`config.mk`:
```
export PLATFORM = sky130hd
export DESIGN_NAME = alu_arbiter
export DESIGN_NICKNAME = d
export VERILOG_FILES = /design/src/rtl/alu_arbiter.sv
export SDC_FILE = /design/constraint.sdc
export NUM_CORES = 1
export LEC_CHECK = 0
export CAP_MARGIN = 10
export CORE_MARGIN = 2
export CORE_UTILIZATION = 40
export CTS_CLUSTER_SIZE = 25
export DETAILED_ROUTE_END_ITERATION = 12
export PLACE_DENSITY_LB_ADDON = 0.1
export SLEW_MARGIN = 20
export SYNTH_ARGS = -nofsm -noshare
export SYNTH_HDL_FRONTEND = slang
export SYNTH_SLANG_ARGS = --single-unit
```
`constraint.sdc`:
```
create_clock -name clk -period 2.78 [get_ports clk]
set_input_delay 0.695 -clock clk [delete_from_list [all_inputs] [get_ports clk]]
set_output_delay 0.695 -clock clk [all_outputs]
set_load 0.01 [all_outputs]
```
`src/rtl/alu_arbiter.sv`:
```
// alu_arbiter
// Round-robin arbiter and sequencer that shares one external combinational
// 32-bit ALU between NUM_REQ requesters. One operation is in flight at a time:
// accept -> drive ALU from registered operands -> capture -> respond.
//
// Optional build macro: ALU_ARB_PERF_CNT_EN
//   When defined, adds PERF_CNT_o (saturating count of response handshakes)
//   and PERF_ERR_o (sticky flag, set by any response carrying ERR).
//
// state | meaning
// IDLE  | no operation held; REQ_READY_o grants the round-robin winner
// EXEC  | captured operands drive the ALU; result/zero sampled at cycle end
// RESP  | result presented to the granted requester until it accepts
module alu_arbiter #(
    parameter int NUM_REQ = 2,
    parameter int PTR_W   = $clog2(NUM_REQ)
) (
    input  logic                  clk,
    input  logic                  rst_n,
    input  logic [NUM_REQ-1:0]    REQ_VALID_i,
    output logic [NUM_REQ-1:0]    REQ_READY_o,
    input  logic [4*NUM_REQ-1:0]  REQ_OP_i,
    input  logic [32*NUM_REQ-1:0] REQ_RS1_i,
    input  logic [32*NUM_REQ-1:0] REQ_RS2_i,
    output logic [NUM_REQ-1:0]    RSP_VALID_o,
    input  logic [NUM_REQ-1:0]    RSP_READY_i,
    output logic [31:0]           RSP_RD_o,
    output logic                  RSP_ZR_o,
    output logic                  RSP_ERR_o,
    output logic [3:0]            ALU_OP_o,
    output logic [31:0]           ALU_RS1_o,
    output logic [31:0]           ALU_RS2_o,
    input  logic [31:0]           ALU_RD_i,
    input  logic                  ALU_ZR_i,
`ifdef ALU_ARB_PERF_CNT_EN
    output logic [15:0]           PERF_CNT_o,
    output logic                  PERF_ERR_o,
`endif
    output logic                  BUSY_o
);

    // The ALU produces X for these opcodes, so its outputs are never sampled.
    localparam logic [3:0] OP_UNDEF_A = 4'b0110;
    localparam logic [3:0] OP_UNDEF_B = 4'b1011;

    typedef enum logic [1:0] {
        ST_IDLE = 2'd0,
        ST_EXEC = 2'd1,
        ST_RESP = 2'd2
    } state_t;

    state_t             state_q, state_d;
    logic [3:0]         op_q, op_d;
    logic [31:0]        rs1_q, rs1_d;
    logic [31:0]        rs2_q, rs2_d;
    logic [PTR_W-1:0]   grant_q, grant_d;
    logic [PTR_W-1:0]   last_grant_q, last_grant_d;
    logic [31:0]        rd_q, rd_d;
    logic               zr_q, zr_d;
    logic               err_q, err_d;

    logic [NUM_REQ-1:0] pick_oh;
    logic [PTR_W-1:0]   pick_idx;
    logic               pick_any;
    logic [PTR_W-1:0]   cand;
    logic [3:0]         sel_op;
    logic [31:0]        sel_rs1;
    logic [31:0]        sel_rs2;
    logic [NUM_REQ-1:0] req_ready;
    logic [NUM_REQ-1:0] rsp_valid;

    // Round-robin search: first valid requester after last_grant, wrapping.
    always_comb begin
        pick_oh  = '0;
        pick_idx = '0;
        pick_any = 1'b0;
        cand     = '0;
        for (int i = 1; i <= NUM_REQ; i++) begin
            cand = PTR_W'((int'(last_grant_q) + i) % NUM_REQ);
            if (!pick_any && REQ_VALID_i[cand]) begin
                pick_any      = 1'b1;
                pick_idx      = cand;
                pick_oh[cand] = 1'b1;
            end
        end
    end

    // Payload of the winning requester, selected by the one-hot pick.
    always_comb begin
        sel_op  = '0;
        sel_rs1 = '0;
        sel_rs2 = '0;
        for (int k = 0; k < NUM_REQ; k++) begin
            if (pick_oh[k]) begin
                sel_op  = REQ_OP_i[4*k +: 4];
                sel_rs1 = REQ_RS1_i[32*k +: 32];
                sel_rs2 = REQ_RS2_i[32*k +: 32];
            end
        end
    end

    // Next-state and datapath capture; ready/valid are decoded from state.
    always_comb begin
        state_d      = state_q;
        op_d         = op_q;
        rs1_d        = rs1_q;
        rs2_d        = rs2_q;
        grant_d      = grant_q;
        last_grant_d = last_grant_q;
        rd_d         = rd_q;
        zr_d         = zr_q;
        err_d        = err_q;
        req_ready    = '0;
        rsp_valid    = '0;
        case (state_q)
            ST_IDLE: begin
                req_ready = pick_oh;
                if (pick_any) begin
                    op_d    = sel_op;
                    rs1_d   = sel_rs1;
                    rs2_d   = sel_rs2;
                    grant_d = pick_idx;
                    state_d = ST_EXEC;
                end
            end
            ST_EXEC: begin
                if (op_q == OP_UNDEF_A || op_q == OP_UNDEF_B) begin
                    rd_d  = '0;
                    zr_d  = 1'b0;
                    err_d = 1'b1;
                end else begin
                    rd_d  = ALU_RD_i;
                    zr_d  = ALU_ZR_i;
                    err_d = 1'b0;
                end
                state_d = ST_RESP;
            end
            ST_RESP: begin
                rsp_valid[grant_q] = 1'b1;
                // Only the granted requester's ready bit matters.
                if (RSP_READY_i[grant_q]) begin
                    last_grant_d = grant_q;
                    state_d      = ST_IDLE;
                end
            end
            default: begin
                state_d = ST_IDLE;
            end
        endcase
    end

    // State and datapath registers; reset drops any in-flight operation.
    always_ff @(posedge clk or negedge rst_n) begin
        if (!rst_n) begin
            state_q      <= ST_IDLE;
            op_q         <= '0;
            rs1_q        <= '0;
            rs2_q        <= '0;
            grant_q      <= '0;
            last_grant_q <= PTR_W'(NUM_REQ - 1);
            rd_q         <= '0;
            zr_q         <= 1'b0;
            err_q        <= 1'b0;
        end else begin
            state_q      <= state_d;
            op_q         <= op_d;
            rs1_q        <= rs1_d;
            rs2_q        <= rs2_d;
            grant_q      <= grant_d;
            last_grant_q <= last_grant_d;
            rd_q         <= rd_d;
            zr_q         <= zr_d;
            err_q        <= err_d;
        end
    end

    assign REQ_READY_o = req_ready;
    assign RSP_VALID_o = rsp_valid;
    assign RSP_RD_o    = rd_q;
    assign RSP_ZR_o    = zr_q;
    assign RSP_ERR_o   = err_q;
    assign ALU_OP_o    = op_q;
    assign ALU_RS1_o   = rs1_q;
    assign ALU_RS2_o   = rs2_q;
    assign BUSY_o      = (state_q != ST_IDLE);

`ifdef ALU_ARB_PERF_CNT_EN
    logic        rsp_hs;
    logic [15:0] perf_cnt_q, perf_cnt_d;
    logic        perf_err_q, perf_err_d;

    assign rsp_hs = (state_q == ST_RESP) && RSP_READY_i[grant_q];

    // Saturating response counter and sticky error flag.
    always_comb begin
        perf_cnt_d = perf_cnt_q;
        perf_err_d = perf_err_q;
        if (rsp_hs) begin
            if (perf_cnt_q != 16'hFFFF) begin
                perf_cnt_d = perf_cnt_q + 16'd1;
            end
            if (err_q) begin
                perf_err_d = 1'b1;
            end
        end
    end

    // Performance registers, cleared only by reset.
    always_ff @(posedge clk or negedge rst_n) begin
        if (!rst_n) begin
            perf_cnt_q <= '0;
            perf_err_q <= 1'b0;
        end else begin
            perf_cnt_q <= perf_cnt_d;
            perf_err_q <= perf_err_d;
        end
    end

    assign PERF_CNT_o = perf_cnt_q;
    assign PERF_ERR_o = perf_err_q;
`endif

endmodule

```
==> Word level (Yosys, flattened, before mapping) <==
Index checks and enable logic that the tools add are counted.
{ "op_classes": {"addsub": 2, "n_lt_le_gt_ge": 6, "n_eq_ne": 6, "muxes": 32, "n_bitwise": 1, "n_reduce_logical": 11} }
{ "op_table": {"columns": ["op", "n"], "rows": [
  ["32-bit two-way mux", 5],
  ["1-bit two-way mux", 15],
  ["2-bit two-way mux", 6],
  ["4-bit two-way mux", 2],
  ["1-bit by 2-bit less-than comparator with 1-bit output (second input constant)", 3],
  ["2-bit case mux with 3 select lines", 1],
  ["2-bit AND reduction", 3],
  ["4-bit by 3-bit == test with 1-bit output (second input constant)", 1],
  ["4-bit == test (second input constant)", 1],
  ["1-bit logical AND", 4],
  ["2-bit inequality test (second input constant)", 2],
  ["1-bit demux with 1-bit select", 3],
  ["1-bit greater-or-equal comparator (second input constant)", 3],
  ["1-bit adder (second input constant)", 2],
  ["2-bit by 1-bit == test with 1-bit output (second input constant)", 1],
  ["2-bit == test (second input constant)", 1],
  ["2-bit logical NOT", 1],
  ["2-bit OR", 1],
  ["2-bit nonzero test", 1],
  ["1-bit logical NOT", 1],
  ["1-bit logical OR", 1]
]} }
{ "word_totals": {"ff_bits": 106, "in_bits": 175, "out_inout_bits": 107, "word_cells": 67} }

==> Depth between registers and ports, before layout <==
Gate-level depths: netlist of run 1.
{ "logic_depth": {"word_depth": 10, "mapped_depth": 6, "mapped_depth_nobuf": 4} }

==> Worst setup path before layout of run 1 <==
Ideal clock, no wire load.
{ "synth_path": {"kind": "input to output", "start": "input port REQ_VALID_i[1]", "end": "output port REQ_READY_o[0]", "t_arrival_ps": 1220, "t_required_ps": 2085, "path_slack_ps": 865, "stages": 4, "n_path_buf": 1, "path_cell_list": "nand2b_1 -> nand3_2 -> inv_2 -> buf_2"} }
{ "synth_between": {"elab_chain_cells": 7, "elab_cells_between_ends": 11, "classes_between": "mux: 8; bitwise: 1; reduce/logical: 2"} }
{ "synth_rtl": {"columns": ["item", "line", "text"], "rows": [
  ["from (decl)", "20", "input logic [NUM_REQ-1:0] REQ_VALID_i,"],
  ["1-bit two-way mux (not written as such) (2 in series)", "80", "if (!pick_any && REQ_VALID_i[cand]) begin"],
  ["1-bit two-way mux", "80", null],
  ["1-bit logical NOT", "80", null],
  ["1-bit logical AND", "80", null],
  ["2-bit two-way mux (*)", "80", null],
  ["2-bit two-way mux (*)", "115", "case (state_q)"],
  ["to (decl)", "21", "output logic [NUM_REQ-1:0] REQ_READY_o,"]
]} }
Mark *: on every way between the ends. The rest lies on a longest branch, timed or not. The select of a mux whose other input is x is not followed.

==> Worst setup path after layout of run 1 <==
{ "layout_path": {"start": "input port REQ_VALID_i[0]", "end": "output port REQ_READY_o[0]"} }
The elaborated chain is that of the path after synthesis.

==> results of run 1 <==
## registers in the layout, indices dropped and copies added, names as in the netlist
| signal | cells |
|---|---|
| RSP_ERR_o | 1 |
| ALU_OP_o | 4 |
| RSP_ZR_o | 1 |
| ALU_RS2_o | 32 |
| grant_q | 1 |
| RSP_RD_o | 32 |
| last_grant_q | 1 |
| state_q | 2 |
| ALU_RS1_o | 32 |
## layout make-up
| type | count | area share (%) |
|---|---|---|
| Clock buffer | 10 | 3.054 |
| Timing Repair Buffer | 295 | 37.54 |
| Multi-Input combinational cell | 222 | 20.90 |
| Sequential cell | 106 | 33.91 |
| Clock inverter | 6 | 0.7514 |
| Antenna cell | 1 | 0.03197 |
| Tap cell | 143 | 2.286 |
| Inverter | 32 | 1.535 |
## power by group
group	internal, uW	switching (uW)
sequential	2280	433
combinational	2270	1800
clock	655	600
## final timing paths
path                                start        endpoint  depth (start not counted)
setup / recovery           REQ_VALID_i[0]  REQ_READY_o[0]                          5
hold / removal                      rst_n    RSP_RD_o[28]                          1
setup reg to reg             last_grant_q   ALU_RS1_o[23]                          4
hold reg to reg                 RSP_ERR_o       RSP_ERR_o                          2
max in group asynchronous           rst_n    last_grant_q                          2
min in group clk                RSP_ERR_o       RSP_ERR_o                          2
## synth_stat cells
| master | count |
|---|---|
| nand2b_1 | 3 |
| buf_2 | 20 |
| clkbuf_1 | 12 |
| nand2_1 | 31 |
| nand3_2 | 1 |
| dfrtp_1 | 105 |
| and3_1 | 36 |
| o21ai_0 | 30 |
| inv_1 | 31 |
| nor2b_1 | 1 |
| and2_1 | 2 |
| a21boi_2 | 1 |
| o21ai_2 | 1 |
| nor3_4 | 1 |
| nor2_4 | 1 |
| a22o_1 | 34 |
| mux2_2 | 1 |
| o221ai_1 | 29 |
| o21ai_1 | 1 |
| inv_2 | 1 |
| a221o_1 | 39 |
| and4_1 | 3 |
| buf_6 | 4 |
| dfstp_2 | 1 |
| buf_4 | 2 |
| and4bb_2 | 1 |
| nor2_1 | 3 |
| and4b_1 | 1 |
| a21o_1 | 2 |
## kinds of logic (layout without fill, tap and decap cells)
| kind of cell | after synthesis | in the layout | share of synthesized area [%] |
|---|---|---|---|
| compound gates | 137 | 137 | 24.62 |
| buf+inv | 70 | 343 | 7.073 |
| flops | 106 | 106 | 57.70 |
| mux | 1 | 1 | 0.2448 |
| other cells | 0 | 1 | 0 |
| simple gates | 84 | 84 | 10.36 |
## routing by layer
| metal | wire [um] | share of wire, % | vias up |
|---|---|---|---|
| met5 | 0 | 0 | - |
| met4 | 443 | 2.9 | 0 |
| met3 | 1177 | 7.7 | 29 |
| met2 | 7572 | 49 | 206 |
| met1 | 6147 | 40 | 2173 |
| li1 | - | - | 2040 |
## worst max-delay path: stages
cell,delay [ns]
clkdlybuf4s50_1,0.46
buf_4,0.16
nand3_2,0.09
inv_2,0.07
clkdlybuf4s50_1,0.58
## through the flow
| step | total power [uW] | worst slack (ns) | utilization [%] | TNS, ns |
|---|---|---|---|---|
| after CTS | 8131 | 0.02645 | 69.11 | 0 |
| final | 8047 | 0.03985 | 69.13 | 0 |
| after detailed placement | 6829 | -0.1508 | 66.50 | -0.2157 |
| after global routing | 8513 | 0.0005809 | 69.13 | 0 |
| after global placement | 6728 | -0.1209 | 66.50 | -0.1616 |
| after floorplan | 4598 | 0.8654 | - | 0 |
## repair_timing
item | 4_1_cts | 5_1_grt
setup endpoints to repair | 2 | 0
hold buffers | 0 | 0
gates resized for setup | 2 | 0
## placed cells by master, fill, tap and decap left out
cell type          n
clkdlybuf4s50_1  278
dfrtp_1          105
a221o_1           39
and3_1            36
a22o_1            34
inv_1             31
nand2_1           31
o21ai_0           30
o221ai_1          29
buf_4             13
clkbuf_16          9
nand2b_1           3
nor2_1             3
and4_1             3
inv_8              3
and2_1             2
a21o_1             2
clkinv_4           2
dlygate4sd2_1      2
buf_12             2
diode_2            1
nor2_4             1
nand3_2            1
inv_2              1
nor2b_1            1
a21boi_4           1
o21ai_4            1
and4b_1            1
and4bb_2           1
nor3_4             1
mux2_2             1
o21ai_1            1
clkbuf_8           1
clkinvlp_4         1
dfstp_2            1
==> metrics.md, run 1 <==
| Metric | Value |
|---|---|
| Worst-path fanout max | `7` |
| Synth-to-layout area growth | `70.16%` |
| Worst-case vdd ir drop | `approximately 0.00054 V` |
| Total number of vias | `4,448` |
| CP Launch Type | `primary input` |
| M1 GR Usage | `29.12%` |
| ANT nets after route | `0` |
| Core Rows | `39` |
| Mapped Area | `0.004599 mm^2` |
| Fin crit period | `approximately 2.7 ns` |
| Critical path endpoint category | `primary output` |
| Leakage | `0.003466 uW` |
| Post-Layout Cell Count | `815` |
| WHS | `~0.15 ns` |
| Post-synth top area cell | `dfrtp_1` |
| Min-Delay Path Class | `in2async` |
| Initial antenna violation count | `1` |
| Synth Net Count | `around 570` |
| Num CTS Buffers | `9` |
| Met3 usage | `7.162%` |
| Area contributors post-synth | `dfrtp_1 (57%), a221o_1 (8.5%), a22o_1 (6.5%), o221ai_1 (5.5%), and3_1 (4.9%)` |
| Sequential share of the synthesized area | `between 50% and 60%` |
| Max_cap viols | `0` |
| Fin crit share | `98.57%` |
| # DRC | `0` |
| CTS Root Cell | `clkbuf_16` |
| Net count, final | `~840` |
| Critical Path AT | `around 2.1 ns` |
| Library cells used by synthesis | `29` |
| Vias in the first global route | `around 4,700` |
| Initial DRC count | `between 200 and 300` |
| Routability cong. | `~0.8` |
| Pwr Density | `slightly above 1000 mW/mm^2` |
| Reg area | `around 0.0027 mm^2` |
| Yosys synthesis warning count | `0` |
| Routed wire length | `15,340 um` |
| Die Y-Extent | `111.2 um` |
| GR peak layer | `met2` |
| # H-tree levels | `3` |
| Core area | `0.01132 mm^2` |
| Multi-input logic area | `~0.0016 mm^2` |
| Area after DPL | `approximately 0.0075 mm^2` |
| First-pass GRT wire length | `approximately 24,000 um` |
| Avg WL per Cell | `around 19 um` |
| Final Hold Viols | `0` |
| Met2 GRT Util | `between 40% and 50%` |
| Half-perimeter wire length after placement | `roughly 11,000 um` |
| Die span in x | `111.2 um` |
| Unrepaired setup endpoints after global routing | `no` |
| Total die area | `around 0.012 mm^2` |
| Slew Viols, Final | `0` |
| Layout cell share with drive strength beyond 1 | `5.961%` |
| Global Route Usage Sum | `roughly a quarter` |
| Status | `finished, final reports clean` |
| Fmax | `between 300 and 400 MHz` |
| Postcts setup bufs | `0` |
| I/O Buffers | `between 200 and 300` |
| Worst slew pin tran | `between 0.8 and 0.9 ns` |
| Final instance area | `0.007826 mm^2` |
| Vias per cell | `around 5.5` |
| Ports | `about 280` |
| # fillers | `slightly below 900` |
| Flop2flop setup slack | `~1.1 ns` |
| Placed cells | `~800` |
| Worst-Skew Late Latency | `around 0.34 ns` |
| Total global routing overflow | `0` |
| CTS Buffer Depth | `2` |
| TritonRoute pass-1 iters | `5` |
| Cells after synthesis | `a little under 400` |
| Slew HR | `between 40% and 50%` |
| CTS tree | `done` |
| Syn_area_per_cell | `about 12 um^2` |
| Clock transition at path regs | `roughly 0.070 ns` |
| Initial core utilization | `40.63%` |
| Top cell type's share of synthesized area | `57.13%` |
| # setup viols final | `0` |
| Worst EP required | `2.09 ns` |
| Clock sink count | `between 100 and 150` |
| Worst clock skew | `approximately 0.0074 ns` |
| Synthesized flop and latch total | `~110` |
| WS Path Type | `in2out` |
| Pin count of the biggest net entering global routing | `67` |
Power figures use the tool's default switching activity.
==> run 2: changes to the inputs <==
--- a/config.mk
+++ b/config.mk
@@ -5,6 +5,7 @@
 export SDC_FILE = /design/constraint.sdc
 export NUM_CORES = 1
 export LEC_CHECK = 0
+export ABC_AREA = 0
 export CAP_MARGIN = 10
 export CORE_MARGIN = 2
 export CORE_UTILIZATION = 40
==> results of run 2 <==
The final DEF is identical to that of run 1; final timing and power are the same.
==> run 3: changes to the inputs <==
--- a/config.mk
+++ b/config.mk
@@ -6,7 +6,6 @@
 export NUM_CORES = 1
 export LEC_CHECK = 0
 export ABC_AREA = 0
-export CAP_MARGIN = 10
 export CORE_MARGIN = 2
 export CORE_UTILIZATION = 40
 export CTS_CLUSTER_SIZE = 25
==> results of run 3 <==
The final DEF is identical to that of run 1; final timing and power are the same.
